<file path="src/rtl/sum_to_bcd_pkg.sv">
// Shared constants and state encoding for the sequential binary-to-BCD converter.
package sum_to_bcd_pkg;

  localparam int unsigned IN_WIDTH   = 10;
  localparam int unsigned NUM_DIGITS = 4;
  localparam int unsigned CNT_WIDTH  = $clog2(IN_WIDTH) + 1;

  typedef enum logic {
    ST_IDLE  = 1'b0,
    ST_SHIFT = 1'b1
  } state_e;

endpackage

</file>
<file path="src/rtl/sum_to_bcd_digit_adjust.sv">
// Double-dabble digit correction: add 3 to any digit of 5 or more before the shift.
module bcd_digit_adjust (
  input  logic [3:0] i_digit,
  output logic [3:0] o_digit
);

  // Valid digits are <= 9, so the 4-bit result never exceeds 12 and needs no carry.
  assign o_digit = (i_digit >= 4'd5) ? i_digit + 4'd3 : i_digit;

endmodule

</file>
<file path="src/rtl/sum_to_bcd.sv">
// Sequential shift-and-add-3 converter: one input bit per clock, registered digits
// and a one-cycle done pulse when a conversion completes.
module sum_to_bcd #(
  parameter int unsigned IN_WIDTH   = sum_to_bcd_pkg::IN_WIDTH,
  parameter int unsigned NUM_DIGITS = sum_to_bcd_pkg::NUM_DIGITS
) (
  input  logic                clk,
  input  logic                reset,
  input  logic                start,
  input  logic [IN_WIDTH-1:0] bin_in,
  output logic                busy,
  output logic                done,
  output logic [3:0]          bcd_thousands,
  output logic [3:0]          bcd_hundreds,
  output logic [3:0]          bcd_tens,
  output logic [3:0]          bcd_ones
);

  import sum_to_bcd_pkg::*;

  localparam int unsigned CNT_W = $clog2(IN_WIDTH) + 1;
  localparam int unsigned SCR_W = 4 * NUM_DIGITS;

  state_e              r_state;
  logic [IN_WIDTH-1:0] r_bin;
  logic [SCR_W-1:0]    r_scratch;
  logic [CNT_W-1:0]    r_cnt;
  logic [SCR_W-1:0]    r_bcd;
  logic                r_done;

  logic [SCR_W-1:0]    w_adj;
  logic [SCR_W-1:0]    w_scratch_next;
  logic [IN_WIDTH-1:0] w_bin_next;
  logic                w_last;
  logic                w_accept;

  for (genvar g = 0; g < NUM_DIGITS; g++) begin : g_adj
    bcd_digit_adjust u_adj (
      .i_digit(r_scratch[4*g +: 4]),
      .o_digit(w_adj[4*g +: 4])
    );
  end

  // {scratch, bin} shifted left by one after the digit correction.
  assign w_scratch_next = {w_adj[SCR_W-2:0], r_bin[IN_WIDTH-1]};
  assign w_bin_next     = {r_bin[IN_WIDTH-2:0], 1'b0};

  assign w_last   = (r_state == ST_SHIFT) && (r_cnt == CNT_W'(1));
  assign w_accept = start && ((r_state == ST_IDLE) || w_last);

  always_ff @(posedge clk) begin
    if (reset) begin
      r_state   <= ST_IDLE;
      r_bin     <= '0;
      r_scratch <= '0;
      r_cnt     <= '0;
      r_bcd     <= '0;
      r_done    <= 1'b0;
    end else begin
      r_done <= 1'b0;
      if (r_state == ST_SHIFT) begin
        r_scratch <= w_scratch_next;
        r_bin     <= w_bin_next;
        r_cnt     <= r_cnt - CNT_W'(1);
        if (w_last) begin
          r_bcd   <= w_scratch_next;
          r_done  <= 1'b1;
          r_state <= ST_IDLE;
        end
      end
      // Acceptance overrides the completion bookkeeping so back-to-back runs keep busy high.
      if (w_accept) begin
        r_bin     <= bin_in;
        r_scratch <= '0;
        r_cnt     <= CNT_W'(IN_WIDTH);
        r_state   <= ST_SHIFT;
      end
    end
  end

  assign busy          = (r_state == ST_SHIFT);
  assign done          = r_done;
  assign bcd_ones      = r_bcd[3:0];
  assign bcd_tens      = r_bcd[7:4];
  assign bcd_hundreds  = r_bcd[11:8];
  assign bcd_thousands = r_bcd[15:12];

endmodule

</file>
<file path="config.mk">
export PLATFORM = sky130hd
export DESIGN_NAME = sum_to_bcd
export DESIGN_NICKNAME = d
export VERILOG_FILES = /design/src/rtl/sum_to_bcd_pkg.sv /design/src/rtl/sum_to_bcd_digit_adjust.sv /design/src/rtl/sum_to_bcd.sv
export SDC_FILE = /design/constraint.sdc
export NUM_CORES = 1
export LEC_CHECK = 0
export BUFFER_PORTS_ARGS = -buffer_cell sky130_fd_sc_hd__buf_2
export CORE_MARGIN = 8
export CORE_UTILIZATION = 55
export DETAILED_ROUTE_END_ITERATION = 10
export PLACE_DENSITY = 0.76
export SYNTH_ARGS = -nofsm -noshare
export SYNTH_HDL_FRONTEND = slang
export SYNTH_HIERARCHICAL = 1
export SYNTH_SLANG_ARGS = --single-unit
</file>
<file path="constraint.sdc">
create_clock -name clk -period 3.1 [get_ports clk]
set_input_delay 0.465 -clock clk [delete_from_list [all_inputs] [get_ports clk]]
set_output_delay 0.465 -clock clk [all_outputs]
set_load 0.05 [all_outputs]
</file>
==> metrics.txt, run 1 <==
status completed; Net count, final between 300 and 400; fillers 385; P_int 0.0008694 W; DRC viols 0; Clk network pwr share approximately a third; slowest CP cell dfxtp_1; post-detail-place hpwl 3401 um; initial core utilization 56.57%; Slew HR between 50% and 60%; CTS Hold Bufs 0; critical path's largest stage delay approximately 0.66 ns; FF-to-FF End r_cnt[4]$_SDFFE_PP0P_; Core ar. 0.004324 mm^2; cts bufs inserted 5; postcts setup bufs 0; CP Max Fanout 19; Mapped Nets 285; syn_area_per_cell 9.336 um^2; commonest non-fill, non-tap cell in the layout dfxtp_1; die width 82.69 um; Peak VDD IR 0.2512 mV; Hold Vio Cnt, Final 0; Reg clk slew, reported paths about 0.090 ns; diode count 0; fin crit share 59.62%; clk sinks 49; Max Buffers Root-to-Sink 2; vias in the first global route ~1,800; Hold Path Sink r_bin[0]$_SDFFE_PP0P_; WL final between 4000 and 5000 um; Leak ~1.2 nW; Setup Viol. Count Final 0; Placer Congestion 0.8104; number of max-cap violations 0; clk_lat worst skew 0.30 ns; CTS Root Buffer Type clkbuf_8; Top Layer Used met4; Max Slew Vio Count 0; CTS resizes 0; cell area power density 441.0 mW/mm^2; mapped cell area 0.002446 mm^2; GRT overflow 0; vias per cell 5.619; Setup CP Type reg2reg; DR iter-0 viols 118; CP Capture Type register; Post-DP Area 0.002601 mm^2; Reg2Reg Setup Slack 1.25 ns; Total GRT Usage 15.04%; met3 routed WL 248 um; Psw ~0.00032 W; share of cells above drive strength 1 19.51%; largest net degree at the start of global routing 30; Vias 1,905; Yosys Warn Count 6; hold depth 3; Tmin final 1.848 ns; worst-path cell chain buf_4 > nor2b_1 > a211o_1 > a21oi_1; WL met2 about 2200 um; HP Start bin_in[0]; Area Growth Syn to Fin 10.03%; iteration count of the initial detailed-routing pass 4; sw frac 26.75%; Seq pwr share a little under three fifths; CTS H-tree lvls 2; combinational share of power 11.3%; crit-path leading delay family compound AO/OA/AOI/OAI gates; worst path required time approximately 3.3 ns; CP arrival 2.08 ns; Core Rows 24; worst-margin pin slew 0.6058 ns; total power 0.001187 W; Die Ht a little over 80 um; Worst Skew 0.004655 ns; met1 WL ~2300 um; fmax 541.1 MHz; RSZ-0062 raised after global routing false; first-pass GRT wire length 8204 um; post-route cell area around 0.0027 mm^2; worst reg2reg startpoint busy$_SDFF_PP0_; CTS tree yes; initial antenna violation count 0; DR WL/cell around 14 um; crit path from busy$_SDFF_PP0_; depth of the worst register-to-register path 4; setup TNS 0 ns; Hold Path Class in2reg; most frequent cells in the layout dfxtp_1 (49), buf_2 (30), mux2i_1 (29); Cells after Synth 262; Buffers & Inverters on Critical Path 1; die area 0.006838 mm^2; Setup crit start kind register; IO Port Bufs 30; I/O pin count 31; Detail Route Antenna Nets 0
==> worst reg2reg max path, delay by kind of cell, from the launching register on <==
kind	cells	cell delay, ns
compound gates	2	0.73
flops	1	0.66
buf+inv	1	0.32
simple gates	1	0.07
==> stage by stage <==
stage          worst slack (ns)  utilization (%)  std cells  hold WS, ns
5_1_grt                   1.137            62.24        339       0.4840
4_1_cts                   1.264            62.24        339       0.4316
2_1_floorplan             1.368                -        262       0.4604
3_3_place_gp              1.283            60.16        331       0.4540
3_5_place_dp              1.225            60.16        331       0.4508
6_report                  1.252            62.24        339       0.4369
==> power groups by stage <==
stage               clock network [W]  logic [W]  registers, W
floorplan                           0   0.000114      0.000680
CTS                          0.000392   0.000135      0.000671
global route                 0.000411   0.000151      0.000674
finish                       0.000382   0.000134      0.000671
detailed placement                  0   0.000135      0.000685
global placement                    0   0.000131      0.000685
==> worst max-delay path by stage <==
stage	to	cells after the start
2_1_floorplan	r_bcd[10]$_SDFFE_PP0P_	5
3_3_place_gp	r_scratch[9]$_SDFFE_PP0P_	4
6_report	r_cnt[4]$_SDFFE_PP0P_	4
4_1_cts	r_cnt[4]$_SDFFE_PP0P_	4
5_1_grt	r_bin[9]$_SDFFE_PP0P_	3
3_5_place_dp	r_scratch[5]$_SDFFE_PP0P_	4
==> final cells by class <==
cell class / instances / area (um^2) / area share (%)
clock buffer: 5 / 68.82 / 2.557
clock inverter: 3 / 21.27 / 0.7903
inverter: 12 / 45.04 / 1.674
multi-input combinational: 184 / 1330 / 49.42
sequential: 49 / 980.9 / 36.45
tap: 52 / 65.06 / 2.417
timing repair buffer: 34 / 180.2 / 6.695
==> flip-flops by register name (all words and copies together), names as in the netlist <==
signal	count
busy	1
r_scratch	16
done	1
r_bcd	16
r_cnt	5
r_bin	10
==> per-layer routing <==
metal	up-vias	global-route usage [%]
met5	-	0
met4	0	5.690
met2	34	24.40
met3	6	3.355
li1	974	-
met1	891	18.97
No activity file was read; power rests on OpenSTA's default activity.
==> inputs of run 2 (changes only) <==
- ABC_AREA: default -> 1
- clock period: 3.1 -> 1.89 ns (I/O delays scaled with it)
==> run 2 against run 1 <==
  * Sequential share of layout area is 1.5 points lower
  * Total power is 75% higher
  * Worst hold slack lost 0.19 ns
  * Synthesized cell count rose by 34%
  * Cell count rose by 27%
  * Register-to-register slack worse by 1.0 ns
  * Count of clock-buffer cells in the layout up 1
==> metrics.txt, run 2 <==
Core Rows 25; iteration count of the initial detailed-routing pass 4; WL final 5087 um; crit-path leading delay family simple AND/OR/NAND/NOR gates; Worst Skew 0.004803 ns; Yosys Warn Count 6; Core ar. 0.004598 mm^2; Net count, final 400; fillers 430; FF-to-FF End r_scratch[2]$_SDFFE_PP0P_; Die Ht approximately 84 um; Hold Vio Cnt, Final 0; fmax between 600 and 700 MHz; share of cells above drive strength 1 23.28%; vias per cell 5.009; DRC viols 0; syn_area_per_cell 7.286 um^2; I/O pin count 31; Cells after Synth 351; IO Port Bufs 30; most frequent cells in the layout nand2_1 (111), dfxtp_1 (49), nand3_1 (38); commonest non-fill, non-tap cell in the layout nand2_1; Total GRT Usage ~15%; RSZ-0062 raised after global routing false; depth of the worst register-to-register path 9; GRT overflow 0; fin crit share 87.75%; HP Start bin_in[0]; Mapped Nets 374; Placer Congestion roughly 0.84; Reg area ~980 um^2; initial core utilization between 50% and 60%; diode count 0; die width 84.19 um; Slew HR 75.75%; Setup Viol. Count Final 0; area of the multi-input gates 0.001343 mm^2; largest net degree at the start of global routing 20; first-pass GRT wire length 8907 um; number of max-cap violations 0; worst-margin pin slew 0.3638 ns; slowest CP cell dfxtp_1; post-detail-place hpwl 3611 um; Reg2Reg Setup Slack 0.23 ns; CP arrival roughly 1.9 ns; Max Buffers Root-to-Sink 2; Buffers & Inverters on Critical Path 2; mapped cell area between 0.002 and 0.003 mm^2; Tmin final 1.658 ns; cts bufs inserted 5; status completed; CTS H-tree lvls 2; Hold Path Sink r_bin[0]$_SDFFE_PP0P_; Setup crit start kind register; Setup CP Type reg2reg; Max Slew Vio Count 0; Hold Path Class in2reg; initial antenna violation count 0; DR WL/cell roughly 12 um; CTS resizes 0; worst reg2reg startpoint r_cnt[1]$_SDFFE_PP0P_; CTS Root Buffer Type clkbuf_8; Reg clk slew, reported paths 0.09 ns; CTS Hold Bufs 0; setup TNS 0 ns; post-route cell area 0.002808 mm^2; CTS tree yes; cell area power density 738.3 mW/mm^2; hold depth 3; Post-DP Area between 0.002 and 0.003 mm^2; clk sinks 49; worst-path cell chain inv_1 > ha_1 > inv_1 > nor2_2 > nand2_2 > nand2_2 > nand2_4 > nand2_4 > a21oi_1; clk_lat worst skew approximately 0.30 ns; biggest regs r_bcd (16), r_scratch (16), r_bin (10); vias in the first global route ~2,100; die area 0.007088 mm^2; critical path's largest stage delay roughly 0.32 ns; Vias 2,164; Leak 1.285 nW; CP Capture Type register; DR iter-0 viols approximately 120; Area Growth Syn to Fin 9.785%; Peak VDD IR 0.3956 mV; Detail Route Antenna Nets 0; postcts setup bufs 0; worst path required time 2.08 ns; CP Max Fanout 19
## run 2: report_power, final
| part | internal [W] | leakage [nW] | switching, W |
|---|---|---|---|
| Combinational | 0.0000662 | 0.830 | 0.000137 |
| Sequential | 0.00106 | 0.398 | 0.0000233 |
| Clock | 0.000430 | 0.0574 | 0.000355 |
## run 2: worst register-to-register path, cell delays in order, from the launching register on
cell and delay (ns):
dfxtp_1 0.32, inv_1 0.09, ha_1 0.15, inv_1 0.04
nor2_2 0.18, nand2_2 0.08, nand2_2 0.21, nand2_4 0.15
nand2_4 0.25, a21oi_1 0.08
## run 2: layer usage
layer	wire length, um	part of all wire (%)	up-vias	track usage (%)
met5	0	0	-	0
met4	69	1.4	0	5.338
met3	194	3.8	6	4.356
met2	2455	48	46	23.96
met1	2367	47	966	18.17
li1	-	-	1146	-
## run 2: stage by stage
| step | utilization (%) | std cells | total power [W] | hold slack (ns) | setup WS, ns |
|---|---|---|---|---|---|
| floorplan | - | 351 | 0.001281 | 0.4387 | 0.4361 |
| global placement | 58.45 | 424 | 0.001309 | 0.4552 | 0.3192 |
| detailed placement | 58.45 | 424 | 0.001312 | 0.4580 | 0.2705 |
| CTS | 61.06 | 432 | 0.002103 | 0.2326 | 0.2260 |
| global route | 61.06 | 432 | 0.002178 | 0.2369 | 0.09963 |
| finish | 61.06 | 432 | 0.002073 | 0.2474 | 0.2316 |
## run 2: cell type report
class                   instances  area share (%)
multi-input cells             254           47.82
flip-flops and latches         49           34.94
repair buffers                 32           5.882
inverters                      35           4.679
clock buffers                   6           2.941
well taps                      54           2.406
clock inverters                 2           1.337
## run 2: worst max path at each step
stage                                startpoint                   endpoint  slack (ns)  depth (start not counted)
after floorplan                 busy$_SDFF_PP0_      r_bin[3]$_SDFFE_PP0P_        0.44                          6
after global placement    r_cnt[1]$_SDFFE_PP0P_  r_scratch[6]$_SDFFE_PP0P_        0.32                          9
after detailed placement  r_cnt[1]$_SDFFE_PP0P_  r_scratch[0]$_SDFFE_PP0P_        0.27                          9
after CTS                 r_cnt[1]$_SDFFE_PP0P_  r_scratch[5]$_SDFFE_PP0P_        0.23                          9
after global routing      r_cnt[1]$_SDFFE_PP0P_  r_scratch[2]$_SDFFE_PP0P_         0.1                          9
final                     r_cnt[1]$_SDFFE_PP0P_  r_scratch[2]$_SDFFE_PP0P_        0.23                          9
